## src/rtl/dac_channel_scheduler.sv

```systemverilog
// Two-channel round-robin scheduler feeding a single SPI DAC writer.
// One-deep holding register per channel, newest sample wins, saturating overrun counters.
module dac_channel_scheduler #(
  parameter int DATA_W = 16,
  parameter int CNT_W  = 8
) (
  input  logic              clk_i,
  input  logic              reset_i,
  input  logic              ch0_valid_i,
  input  logic [DATA_W-1:0] ch0_data_i,
  input  logic              ch1_valid_i,
  input  logic [DATA_W-1:0] ch1_data_i,
  input  logic [1:0]        enable_i,
  input  logic              dac_busy_i,
  output logic              dac_start_o,
  output logic [DATA_W-1:0] dac_data_o,
  output logic              dac_chan_o,
  output logic [1:0]        pending_o,
  output logic [CNT_W-1:0]  overrun0_o,
  output logic [CNT_W-1:0]  overrun1_o
);

  typedef enum logic [1:0] {
    ST_IDLE  = 2'd0,
    ST_START = 2'd1,
    ST_GUARD = 2'd2,
    ST_WAIT  = 2'd3
  } state_t;

  localparam logic [CNT_W-1:0] CNT_MAX = {CNT_W{1'b1}};
  localparam logic [CNT_W-1:0] CNT_ONE = {{(CNT_W-1){1'b0}}, 1'b1};

  function automatic logic [CNT_W-1:0] sat_inc(input logic [CNT_W-1:0] v);
    if (v == CNT_MAX) begin
      return v;
    end else begin
      return v + CNT_ONE;
    end
  endfunction

  state_t                   state_r, state_nxt_s;
  logic [1:0][DATA_W-1:0]   hold_r;
  logic [1:0][CNT_W-1:0]    ovr_r;
  logic [1:0][DATA_W-1:0]   in_data_s;
  logic [1:0]               pending_r;
  logic [1:0]               load_s;
  logic [1:0]               elig_s;
  logic [1:0]               grant_vec_s;
  logic                     grant_en_s;
  logic                     grant_ch_s;
  logic                     last_r;
  logic                     dac_start_r;
  logic [DATA_W-1:0]        dac_data_r;
  logic                     dac_chan_r;

  assign in_data_s[0] = ch0_data_i;
  assign in_data_s[1] = ch1_data_i;
  assign load_s       = {ch1_valid_i, ch0_valid_i} & enable_i;
  assign elig_s       = pending_r & enable_i;

  // FSM state register
  always_ff @(posedge clk_i) begin
    if (reset_i) begin
      state_r <= ST_IDLE;
    end else begin
      state_r <= state_nxt_s;
    end
  end

  // FSM next-state decode; busy is ignored in START and GUARD
  always_comb begin
    state_nxt_s = state_r;
    case (state_r)
      ST_IDLE:  state_nxt_s = grant_en_s ? ST_START : ST_IDLE;
      ST_START: state_nxt_s = ST_GUARD;
      ST_GUARD: state_nxt_s = ST_WAIT;
      ST_WAIT:  state_nxt_s = dac_busy_i ? ST_WAIT : ST_IDLE;
      default:  state_nxt_s = ST_IDLE;
    endcase
  end

  // FSM output decode: grant selection, alternating on ties
  always_comb begin
    grant_en_s  = 1'b0;
    grant_ch_s  = 1'b0;
    grant_vec_s = 2'b00;
    if ((state_r == ST_IDLE) && (elig_s != 2'b00)) begin
      grant_en_s = 1'b1;
      if (elig_s == 2'b11) begin
        grant_ch_s = ~last_r;
      end else begin
        grant_ch_s = elig_s[1];
      end
      grant_vec_s = grant_ch_s ? 2'b10 : 2'b01;
    end else begin
      grant_en_s = 1'b0;
    end
  end

  // Transfer outputs, captured at grant and held until the next grant
  always_ff @(posedge clk_i) begin
    if (reset_i) begin
      dac_start_r <= 1'b0;
      dac_data_r  <= {DATA_W{1'b0}};
      dac_chan_r  <= 1'b0;
      last_r      <= 1'b1;
    end else begin
      dac_start_r <= (state_nxt_s == ST_START);
      if (grant_en_s) begin
        dac_data_r <= hold_r[grant_ch_s];
        dac_chan_r <= grant_ch_s;
        last_r     <= grant_ch_s;
      end else begin
        dac_data_r <= dac_data_r;
        dac_chan_r <= dac_chan_r;
        last_r     <= last_r;
      end
    end
  end

  // Per-channel holding registers, pending flags and overrun counters
  always_ff @(posedge clk_i) begin
    if (reset_i) begin
      hold_r    <= '0;
      pending_r <= 2'b00;
      ovr_r     <= '0;
    end else begin
      for (int n = 0; n < 2; n++) begin
        if (!enable_i[n]) begin
          pending_r[n] <= 1'b0;
        end else if (load_s[n]) begin
          hold_r[n]    <= in_data_s[n];
          pending_r[n] <= 1'b1;
          if (pending_r[n] && !grant_vec_s[n]) begin
            ovr_r[n] <= sat_inc(ovr_r[n]);
          end
        end else if (grant_vec_s[n]) begin
          pending_r[n] <= 1'b0;
        end
      end
    end
  end

  assign dac_start_o = dac_start_r;
  assign dac_data_o  = dac_data_r;
  assign dac_chan_o  = dac_chan_r;
  assign pending_o   = pending_r;
  assign overrun0_o  = ovr_r[0];
  assign overrun1_o  = ovr_r[1];

endmodule
```

## config.mk

```make
export PLATFORM = sky130hd
export DESIGN_NAME = dac_channel_scheduler
export DESIGN_NICKNAME = d
export VERILOG_FILES = /design/src/rtl/dac_channel_scheduler.sv
export SDC_FILE = /design/constraint.sdc
export NUM_CORES = 1
export LEC_CHECK = 0
export CORE_ASPECT_RATIO = 0.8
export CORE_MARGIN = 1.5
export CORE_UTILIZATION = 42
export CTS_CLUSTER_SIZE = 12
export DETAILED_ROUTE_END_ITERATION = 6
export PLACE_DENSITY = 0.71
export SYNTH_ARGS = -nofsm -noshare
export SYNTH_HDL_FRONTEND = slang
export SYNTH_SLANG_ARGS = --single-unit
export TNS_END_PERCENT = 10
```

## constraint.sdc

```tcl
create_clock -name clk_i -period 2.4 [get_ports clk_i]
set_clock_uncertainty 0.2 [all_clocks]
set_input_delay 0.48 -clock clk_i [delete_from_list [all_inputs] [get_ports clk_i]]
set_output_delay 0.48 -clock clk_i [all_outputs]
set_load 0.1 [all_outputs]
```

# Word-level counts from Yosys, hierarchy flattened
# Index checks and enable logic that the tools add are counted.
# op_classes
addsub	2
eq_ne	7
magnitude_cmp	1
n_bitwise	7
muxes	15
reduce_logical	15
# op_table
cell	n
$mux W16	2
$add A8 B1 Y8 const B	2
$eq A8 B8 Y1 const B	2
$mux W1	9
$pmux W2 S4	1
$reduce_and A4 Y1	2
$eq A2 B2 Y1 const B	3
$mux W2	3
$reduce_bool A2 Y1	3
$not A1 Y1	5
$and A2 B2 Y2	2
$eq A2 B1 Y1 const B	2
$reduce_and A2 Y1	2
$reduce_or A2 Y1	2
$logic_and A1 B1 Y1	3
$logic_not A1 Y1	2
$logic_not A2 Y1	1
$lt A1 B2 Y1 const B	1
# totals
regBits	71
output_inout_bits	36
inputBits	39
wordCells	58

# Depth between registers and ports, before layout
# depth
word_depth	9
mapped_depth	6
mapped_depth_nobuf	5

# Least setup slack after synthesis
# No wires, ideal clock.
# synth_timing
path_type	reg-to-reg
start	reg pending_r[0] (netlist: pending_o[0])
end	reg ovr_r, in the netlist overrun1_o[5]
arrival_time_ns	2.331
setup_slack_ns	-0.251
n_path_buf	1
stages_incl_launch_ff	6
path_cell_list	dfxtp_1 -> nand3_1 -> a311o_1 -> buf_6 -> nor4_1 -> mux2_2
# synth_between
elab_chain_cells	9
elab_cells_between_ends	11
# synth_lines
item	line	rtl
start: declaration	45	logic [1:0] pending_r;
start signal: assignment	125	pending_r <= 2'b00;
start signal: indexed assignment	130	pending_r[n] <= 1'b0;
start signal: indexed assignment	133	pending_r[n] <= 1'b1;
$and A2 B2 Y2 *	59	assign elig_s = pending_r & enable_i;
$eq A2 B2 Y1	89	if (elig_s == 2'b11) begin
$mux W1	89	
$mux W1	87	if ((state_r == ST_IDLE) && (elig_s != 2'b00)) begin
$mux W2	94	grant_vec_s = grant_ch_s ? 2'b10 : 2'b01;
$mux W2 *	87	
$logic_not A1 Y1 *	134	if (pending_r[n] && !grant_vec_s[n]) begin
$logic_and A1 B1 Y1 *	134	
$reduce_and A4 Y1 (no source line) *	-	
end signal: indexed assignment	135	ovr_r[n] <= sat_inc(ovr_r[n]);
end: declaration	43	logic [1:0][CNT_W-1:0] ovr_r;
# Every way passes the cells marked *; elsewhere a longest branch is shown, timed or not. The select of a mux whose other input is x is not followed.
# A chain may end at the register's enable or synchronous reset.

# Worst setup path after layout
# layout_timing
start	in enable_i[0]
end	reg ovr_r, in the netlist overrun1_o[5]
# layout_between
elab_chain_cells	9
elab_cells_between_ends	11
# layout_lines
item	line	rtl
start: declaration	13	input logic [1:0] enable_i,
$and A2 B2 Y2 *	59	
$eq A2 B2 Y1	89	
$mux W1	89	
$mux W1	87	
$mux W2	94	
$mux W2 *	87	
$logic_not A1 Y1 *	134	
$logic_and A1 B1 Y1 *	134	
$reduce_and A4 Y1 (no source line) *	-	
# Marks and branches as above.

==> results.py <==
metrics = {
    "grt": {
        "grt-ovfl-total": 0,
        "grt_antenna_before_repair": 0,
        "grt_max_degree": 25,
        "track_usage_pct": 21.4,
        "grt_pass1_vias": 2394,
        "grt_first_pass_wirelength_um": 11600,
    },
    "yosys": {
        "synthesis.nets": 364,
        "async_flop_share_pct": 0,
        "yosys.area_share.adder_pct": 0.899,
        "synth.cell_area_um2": 2780,
        "ys_seq_area_share_pct": 51.1,
        "ys.flop_type": "dfxtp_1",
        "synth_edf_count": 0,
        "synth_xor_xnor_area_share_pct": 0,
        "yosys.area_share.simple_pct": 22.7,
        "synth_top_area_share_pct": 51.1,
        "synth_compound_area_share_pct": 19.5,
        "syn_area_per_cell_um2": 8.62,
        "synth_top_family_by_area": "simple AND/OR/NAND/NOR gates",
        "synth_mux_area_share_pct": 1.93,
        "ys_types": 37,
        "synth_top_area_cell": "dfxtp_1",
        "synth_warnings": 0,
        "synth.most_common_cell": "dfxtp_1",
        "synthTopCellsByArea": "dfxtp_1 51%, nand2_1 9.4%, a21oi_1 8.1%, a222oi_1 5.8%, nor2_1 3.4%",
        "ys_ff_latch": 71,
        "postSynthCellCount": 323,
        "synth_common_cells": "71 x dfxtp_1, 70 x nand2_1, 45 x a21oi_1",
    },
    "cts": {
        "clockRootBuffer": "clkbuf_8",
        "clkLatencyLatePin_ns": 0.34,
        "tritoncts": "built",
        "cts_buffers": 9,
        "cts_hold_buf": 0,
        "cts.sinks": 71,
        "cts.clk_slew.worst_paths_ns": 0.07,
        "post_cts_resized": 0,
        "cts_setup_buffers": 0,
        "cts_max_level": 3,
        "cts_max_path_buffers": 2,
    },
    "cells_and_area": {
        "syn2layout_area_growth_pct": 37.4,
        "finalNetCount": 449,
        "final_util_pct": 59.7,
        "insertedDiodeCount": 0,
        "n_fill_cell": 575,
        "drive_gt1_share_pct": 20.3,
    },
    "die": {
        "dieArea_um2": 7130,
        "die_w_um": 94.0,
        "core_area_um2": 6410,
        "start_util_pct": 43.4,
        "num_rows": 26,
        "die_h_um": 75.8,
        "ios": 75,
    },
    "critical_path": {
        "max_stage_delay_ns": 0.51,
        "cp.required_ns": 2.43,
        "cp-end-kind": "flip-flop",
        "criticalPathCategory": "in -> reg",
        "arrival_ns": 2.28,
        "path_cells": "clkdlybuf4s50_1, nand3_1, a311o_1, nor4_1, mux2_2",
        "startpoint_type": "input pin",
        "path_buf_inv": 1,
        "slowest_stage": "a311o_1",
        "cp_max_fo": 10,
        "cpLargestDelayFamily": "compound AO/OA/AOI/OAI gates",
        "reg2reg_slack_ns": 0.42,
    },
    "routing": {
        "wirelength_um": 7350,
        "drc_errors": 0,
        "vias": 2651,
        "ant_nets": 0,
        "drt_iter0_markers": 142,
        "avgRoutedWirePerCell_um": 14.8,
        "vias_per_cell": 5.33,
        "drtPass1Iterations": 6,
    },
    "min_path": {
        "hp-class": "reg -> reg",
    },
    "power_and_ir_drop": {
        "totalPowerFinal_mw": 2.48,
        "power.density_nw_per_um2": 649,
        "peakVddDrop_v": 0.000311,
        "p_leak_nw": 1.46,
    },
    "outcome": {
        "status": "complete, no violations",
    },
    "placement": {
        "place_congestion": 0.787,
        "hpwlAfterDp_um": 5230,
        "numPortBuffers": 74,
        "pre_cts_slack_ns": -0.194,
    },
    "timing": {
        "grt_setup_unrepaired": "false",
        "fmax_ghz": 0.445,
        "max-slew-margin-rel_pct": 64.8,
        "finalHoldViolCount": 0,
        "min_period_over_period_pct": 93.7,
        "drv_slew": 0,
        "fin_ws_ns": 0.151,
        "setup_viol_count_final": 0,
        "worst_pin_slew_ns": 0.525,
        "fin_crit_ns": 2.25,
    },
    "job": {
        "drv_cap": 0,
    },
}
[registers in the layout (all words and copies together), names as in the netlist]
name         flops
dac_data_o      16
state_r          2
last_r           1
hold_r          32
overrun0_o       8
pending_o        2
dac_start_o      1
overrun1_o       8
dac_chan_o       1
[cell families after synthesis]
family | count (synthesis)
mux | 5
flops | 71
buf+inv | 26
compound gates | 82
fa+ha+maj | 2
simple gates | 137
[through the flow]
stage | area [µm²] | cells | hold WS (ns) | setup TNS [ns]
finish | 3820 | 497 | 0.260 | 0
global route | 3820 | 497 | 0.278 | 0
CTS | 3820 | 497 | 0.259 | 0
detailed placement | 3620 | 481 | 0.249 | -1.19
global placement | 3620 | 481 | 0.243 | -0.838
floorplan | 2790 | 323 | 0.236 | -0.0282
[power breakdown]
group	leakage [nW]	switching (mW)	total [mW]	internal, mW
combinational	0.775	0.156	0.273	0.117
clock	0.105	0.439	0.974	0.535
sequential	0.579	0.0223	1.24	1.21
[metal layers]
layer  wire, µm  GRT usage [%]  vias up
li1           -              -     1325
met1       3530           29.7     1247
met2       3340           33.1       75
met3        437           6.29        4
met4         42           5.14        0
met5          0              0        -
[layout make-up]
type                            instances  area [µm²]  area share (%)
Clock buffer                           11         151            3.96
Clock inverter                          5        56.3            1.47
Inverter                                6        22.5           0.589
Multi-Input combinational cell        226        1250            32.8
Sequential cell                        71        1430            37.3
Tap cell                               84         105            2.75
Timing Repair Buffer                   94         808            21.1
[cells in the final DEF (no fill, tap or decap), types with 3 or more instances in the layout]
master / netlist / layout
dfxtp_1: 71 / 67
nand2_1: 70 / 70
inv_1: 6 / 6
and3b_1: 3 / 3
dfxtp_2: 0 / 4
o21ai_0: 4 / 4
clkdlybuf4s50_1: 0 / 37
nor3_1: 3 / 3
clkbuf_8: 0 / 11
nand2b_1: 4 / 4
nor2_1: 25 / 25
a21oi_1: 45 / 45
nand3_1: 8 / 8
buf_4: 0 / 55
o31ai_1: 6 / 6
nor2b_1: 3 / 3
mux2_2: 3 / 3
or4_1: 7 / 7
or3_1: 4 / 4
a222oi_1: 16 / 16
[final timing paths]
kind,endpoint,start,depth (start not counted)
max,overrun1_o[5],enable_i[0],5
min,hold_r[4],hold_r[4],2
max reg2reg,overrun1_o[5],last_r,4
min reg2reg,hold_r[4],hold_r[4],2
[worst reg2reg max path: cells and delay by family, from the launching register on]
kind | cells | cell delay [ns]
mux | 1 | 0.36
simple gates | 2 | 0.43
compound gates | 1 | 0.51
flops | 1 | 0.37
No activity file was read; power rests on OpenSTA's default activity.
